## src/rtl/data_ram_pkg.sv

```systemverilog
// data_ram_pkg: shared state encoding and default widths for the data memory
package data_ram_pkg;
  localparam int DEF_DATA_W = 8;
  localparam int DEF_ADDR_W = 8;
  typedef enum logic {ST_CLEAR, ST_IDLE} dram_state_t;
endpackage

```

## src/rtl/data_ram_sync_if.sv

```systemverilog
// data_ram_sync_if: request/response bus between load/store stage (master) and data RAM (slave)
//   Req/MemWrite/Address/WriteData  master -> slave request
//   Ready/MemOut/RdValid/AddrErr    slave -> master response
interface data_ram_sync_if
  import data_ram_pkg::*;
#(
  parameter int DATA_W = DEF_DATA_W,
  parameter int ADDR_W = DEF_ADDR_W
);
  logic Req;
  logic MemWrite;
  logic [ADDR_W-1:0] Address;
  logic [DATA_W-1:0] WriteData;
  logic Ready;
  logic [DATA_W-1:0] MemOut;
  logic RdValid;
  logic AddrErr;
  modport master(output Req, MemWrite, Address, WriteData, input Ready, MemOut, RdValid, AddrErr);
  modport slave(input Req, MemWrite, Address, WriteData, output Ready, MemOut, RdValid, AddrErr);
endinterface

```

## src/rtl/data_ram_array.sv

```systemverilog
// data_ram_array: plain storage, one write port and one registered read port, no reset
//   we/wa/wd  write port, mem[wa] <= wd on posedge when we
//   re/ra/rd  read port, rd <= mem[ra] on posedge when re, otherwise rd holds
module data_ram_array #(
  parameter int DATA_W = 8,
  parameter int DEPTH = 256,
  localparam int AW = DEPTH > 1 ? $clog2(DEPTH) : 1
) (
  input  logic              clk,
  input  logic              we,
  input  logic [AW-1:0]     wa,
  input  logic [DATA_W-1:0] wd,
  input  logic              re,
  input  logic [AW-1:0]     ra,
  output logic [DATA_W-1:0] rd
);
  logic [DATA_W-1:0] mem [DEPTH];
  always_ff @(posedge clk) begin
    if (we) mem[wa] <= wd;
    if (re) rd <= mem[ra];
  end
endmodule

```

## src/rtl/data_ram_sync.sv

```systemverilog
// data_ram_sync: data memory with registered read, req/ready handshake, clear sweep and range check
//   CLK/Reset  clock and synchronous active-high reset
//   bus        slave side of data_ram_sync_if (request in, Ready/MemOut/RdValid/AddrErr out)
module data_ram_sync
  import data_ram_pkg::*;
#(
  parameter int DATA_W = DEF_DATA_W,
  parameter int ADDR_W = DEF_ADDR_W,
  parameter int DEPTH = 1 << ADDR_W,
  parameter bit CLEAR_ON_RESET = 1'b1
) (
  input logic CLK,
  input logic Reset,
  data_ram_sync_if.slave bus
);
  localparam int AW = DEPTH > 1 ? $clog2(DEPTH) : 1;
  localparam int CW = $clog2(DEPTH) + 1;
  dram_state_t state, state_nx;
  logic [CW-1:0] clr_cnt;
  logic accept, oor, we, re, zero_q;
  logic [AW-1:0] wa;
  logic [DATA_W-1:0] wd, rd;
  assign oor = int'(bus.Address) >= DEPTH;
  assign accept = bus.Req && bus.Ready;
  always_comb begin
    bus.Ready = state == ST_IDLE && !Reset;
    state_nx = state == ST_CLEAR && clr_cnt == CW'(DEPTH - 1) ? ST_IDLE : state;
    we = (state == ST_CLEAR && !Reset) || (accept && bus.MemWrite && !oor);
    wa = state == ST_CLEAR ? clr_cnt[AW-1:0] : bus.Address[AW-1:0];
    wd = state == ST_CLEAR ? '0 : bus.WriteData;
    re = accept && !bus.MemWrite && !oor;
  end
  always_ff @(posedge CLK) begin
    state <= Reset ? (CLEAR_ON_RESET ? ST_CLEAR : ST_IDLE) : state_nx;
    clr_cnt <= Reset ? '0 : state == ST_CLEAR ? clr_cnt + CW'(1) : clr_cnt;
    bus.RdValid <= !Reset && accept && !bus.MemWrite;
    bus.AddrErr <= !Reset && accept && oor;
    // the array read register has no reset, so reset and out-of-range reads force zero here
    zero_q <= Reset ? 1'b1 : accept && !bus.MemWrite ? oor : zero_q;
  end
  assign bus.MemOut = zero_q ? '0 : rd;
  data_ram_array #(.DATA_W(DATA_W), .DEPTH(DEPTH)) u_array (
    .clk(CLK), .we(we), .wa(wa), .wd(wd), .re(re), .ra(bus.Address[AW-1:0]), .rd(rd)
  );
endmodule
```

## src/flat_wrapper.sv

```systemverilog
// flat-port wrapper written by rule: the top's interface ports become plain ports
module data_ram_sync_flat import data_ram_pkg::*;
#(
  parameter int DATA_W = DEF_DATA_W,
  parameter int ADDR_W = DEF_ADDR_W,
  parameter int DEPTH = 1 << ADDR_W,
  parameter bit CLEAR_ON_RESET = 1'b1
)
  (CLK, Reset, bus_Req, bus_MemWrite, bus_Address, bus_WriteData, bus_Ready, bus_MemOut, bus_RdValid, bus_AddrErr);
  data_ram_sync_if #(.DATA_W(DATA_W), .ADDR_W(ADDR_W)) bus_i ();
  input logic CLK;
  input logic Reset;
  input wire logic [$bits(bus_i.Req)-1:0] bus_Req;
  input wire logic [$bits(bus_i.MemWrite)-1:0] bus_MemWrite;
  input wire logic [$bits(bus_i.Address)-1:0] bus_Address;
  input wire logic [$bits(bus_i.WriteData)-1:0] bus_WriteData;
  output wire logic [$bits(bus_i.Ready)-1:0] bus_Ready;
  output wire logic [$bits(bus_i.MemOut)-1:0] bus_MemOut;
  output wire logic [$bits(bus_i.RdValid)-1:0] bus_RdValid;
  output wire logic [$bits(bus_i.AddrErr)-1:0] bus_AddrErr;
  assign bus_i.Req = bus_Req;
  assign bus_i.MemWrite = bus_MemWrite;
  assign bus_i.Address = bus_Address;
  assign bus_i.WriteData = bus_WriteData;
  assign bus_Ready = bus_i.Ready;
  assign bus_MemOut = bus_i.MemOut;
  assign bus_RdValid = bus_i.RdValid;
  assign bus_AddrErr = bus_i.AddrErr;
  data_ram_sync #(.DATA_W(DATA_W), .ADDR_W(ADDR_W), .DEPTH(DEPTH), .CLEAR_ON_RESET(CLEAR_ON_RESET)) u_core (.CLK(CLK), .Reset(Reset), .bus(bus_i));
endmodule
```

## config.mk

```make
export PLATFORM = sky130hd
export DESIGN_NAME = data_ram_sync_flat
export DESIGN_NICKNAME = d
export VERILOG_FILES = /design/src/rtl/data_ram_pkg.sv /design/src/rtl/data_ram_sync_if.sv /design/src/rtl/data_ram_array.sv /design/src/rtl/data_ram_sync.sv /design/src/flat_wrapper.sv
export SDC_FILE = /design/constraint.sdc
export NUM_CORES = 2
export LEC_CHECK = 0
export ABC_AREA = 1
export CAP_MARGIN = 20
export CORE_AREA = 2 2 462 464
export CTS_BUF_LIST = sky130_fd_sc_hd__clkbuf_4
export DETAILED_ROUTE_END_ITERATION = 6
export DIE_AREA = 0 0 464 466
export HOLD_SLACK_MARGIN = 0.03
export SYNTH_ARGS = -nofsm -noshare
export SYNTH_HDL_FRONTEND = slang
export SYNTH_SLANG_ARGS = --single-unit
```

## constraint.sdc

```tcl
create_clock -name CLK -period 4.5 [get_ports CLK]
set_input_delay 0.9 -clock CLK [delete_from_list [all_inputs] [get_ports CLK]]
set_output_delay 0.9 -clock CLK [all_outputs]
set_load 0.05 [all_outputs]
```

==> metrics.csv <==
metric,value,unit
outcome,"complete, no violations",
number of antenna violations at the first check in global routing,10,
Starting DRT DRC Count,6708,
area grow syn2layout,12.2,%
full die area,216000,um2
syn avg cell area,11.8,um2
Ys Warns,0,
Max-slew headroom,28.4,%
first-pass GRT wire length,353,mm
met3 Usage GRT,5.04,%
"FF+latch count, synth",2068,
CTS Buf Count,552,
Least-Margin Pin Slew,1.07,ns
WL final,239,mm
"Remaining Overflow, GRT",0,
Vias per Instance,5.42,
Core Area,211000,um2
PwrDens,409,nW/um2
I/O pins,31,
CTS H-tree lvls,6,
clock skew,0.135,ns
"Setup violations, final",0,
top cell type's share of synthesized area,73.4,%
syn_nets,7145,
nets@finish,7442,
Pleak,34.3,nW
largest cells by area after synthesis,"edfxtp_1 (73%), nand3_1 (12%), nand2_1 (9.6%)",
Post-Syn Area,84200,um2
largest net degree at the start of global routing,169,
Synth area leader,edfxtp_1,
DP Wirelength,136,mm
TNS Setup,0,ns
cells after synthesis,7123,
worst-skew pair later-pin latency,1.40,ns
hold-fix buffers at CTS,0,
final hold violation count,0,
Register Area,62000,um2
clock net sink count,2068,
filler instances,19400,
critical path's largest stage delay,0.94,ns
Max-cap violations,0,
die width,464,um
port buffer count,29,
antenna-violating nets left,0,
critical path launch point type,register,
Achievable Freq,229,MHz
root buf cell,clkbuf_4,
Die H,466,um
1st-pass router iterations,6,
fin crit period,4.36,ns
Vias,57400,
setup ws final,0.141,ns
GRT Overall Usage,21.7,%
type of the worst setup path,register to output pin,
M2 GR Usage,34.6,%
Worst path slowest cell,clkdlybuf4s50_1,
TritonCTS clock tree,yes,
Hold WC Path Type,primary input to register,
"Max FO, Critical Path",9,
Critical Path RT,3.60,ns
layout cells sized above 1,14.0,%
GPL Wtd Cong,0.889,
"critical path, cell by cell",nor2_1 > clkdlybuf4s50_1,
WL/cell,22.6,um
Starting Density,39.8,%
busiest grt layer,met2,
Final period util,96.9,%
Place WS,0.394,ns
Cell variety after synth,27,
Clock Pin Slew Worst Setup and Hold Paths,0.07,ns
vias in the first global route,56500,
maximum clock path buffer count,4,
Multi-input gate area,19600,um2
M1 GR Usage,28.7,%
Final Max Slew Viols,0,
VDD IR-drop max,0.258,mV
row count,169,
register area share after synthesis,73.7,%
crit path DAT,3.46,ns
RSZ-0062 raised after global routing,false,
Remaining DRCs,0,
kind of end point of the critical path,output pin,
Yosys cell counts:
master and count:
a21oi_1 4, a21oi_2 2, and2_2 1, buf_1 54, buf_2 316, buf_4 27
buf_6 9, clkbuf_1 82, conb_1 1, dfxtp_1 12, edfxtp_1 2056, ha_1 2
inv_1 54, inv_2 8, inv_4 1, nand2_1 2144, nand2_2 3, nand3_1 2020
nor2_1 300, nor2_2 10, nor3_1 4, nor4_1 1, o21ai_0 5, o21ai_1 4
o21ai_2 1, xnor2_1 1, xor2_1 1
repair_timing:
item | CTS | global route
endpoints found under the setup margin | 1 | 0
gates resized for setup | 1 | 0
setup buffers | 0 | 0
cell families after synthesis:
family	after synthesis	share of synthesized area, %
fa+ha+maj	2	0.0297
xor+xnor	2	0.0208
other cells	1	0.00446
flops	2068	73.7
simple gates	4483	23.1
compound gates	16	0.109
buf+inv	551	3.13
critical path: cells and delay by family (launching register included):
family / cells / cell delay [ns]
buffers and inverters: 1 / 0.94
flip-flops: 1 / 0.49
AND/OR/NAND/NOR: 1 / 0.68
final cells by class:
cell class                 count  share of cell area [%]
sequential                  2068                    65.6
multi-input combinational   4504                    20.7
clock buffer                 792                    6.30
tap                         2821                    3.74
timing repair buffer         231                    2.65
clock inverter               104                   0.598
inverter                      63                   0.350
antenna                        8                  0.0212
registers in the layout, indices dropped and copies added, names as in the netlist:
name	flops
u_core.bus.RdValid	1
u_core.clr_cnt	9
u_core.state	1
u_core.u_array.mem	2048
u_core.u_array.rd	8
u_core.zero_q	1
placed cells by master (no fill, tap or decap), types with 23 or more instances in the layout:
| master | count |
|---|---|
| nor2_1 | 300 |
| clkdlybuf4s50_1 | 23 |
| inv_2 | 24 |
| clkbuf_4 | 792 |
| buf_4 | 149 |
| edfxtp_1 | 2056 |
| inv_1 | 43 |
| nand2_1 | 2131 |
| nand3_1 | 2020 |
| buf_12 | 55 |
| clkinv_1 | 71 |
power breakdown:
group / internal [mW] / switching (mW)
sequential: 20.9 / 0.00624
clock: 8.35 / 7.51
combinational: 0.500 / 1.37
total: 29.7 / 8.89
metal layers:
layer	vias to the layer above	share of wire [%]
li1	26200	-
met4	0	3.4
met1	28100	40
met3	445	9.0
met2	2760	47
met5	-	0
per-stage QoR:
| step | power [mW] | std cells | area [um2] | hold slack, ns | utilization (%) |
|---|---|---|---|---|---|
| floorplan | 22.5 | 7123 | 84200 | 0.428 | - |
| global placement | 23.1 | 9687 | 87900 | 0.463 | 41.6 |
| detailed placement | 23.1 | 9687 | 87900 | 0.450 | 41.6 |
| CTS | 38.9 | 10600 | 94400 | 0.180 | 44.7 |
| global route | 40.1 | 10600 | 94400 | 0.232 | 44.7 |
| finish | 38.6 | 10600 | 94400 | 0.337 | 44.7 |
path summary, 6_finish.rpt:
check                    start                          to  slack (ns)  cells after the start
min reg2reg  u_core.clr_cnt[8]           u_core.clr_cnt[8]        0.48                      2
max reg2reg       u_core.state  u_core.u_array.mem[114][4]        1.17                      7
max              u_core.zero_q               bus_MemOut[0]        0.14                      2
min                      Reset           u_core.clr_cnt[0]        0.34                      2
Note: power is estimated with default switching activity, not from simulation.
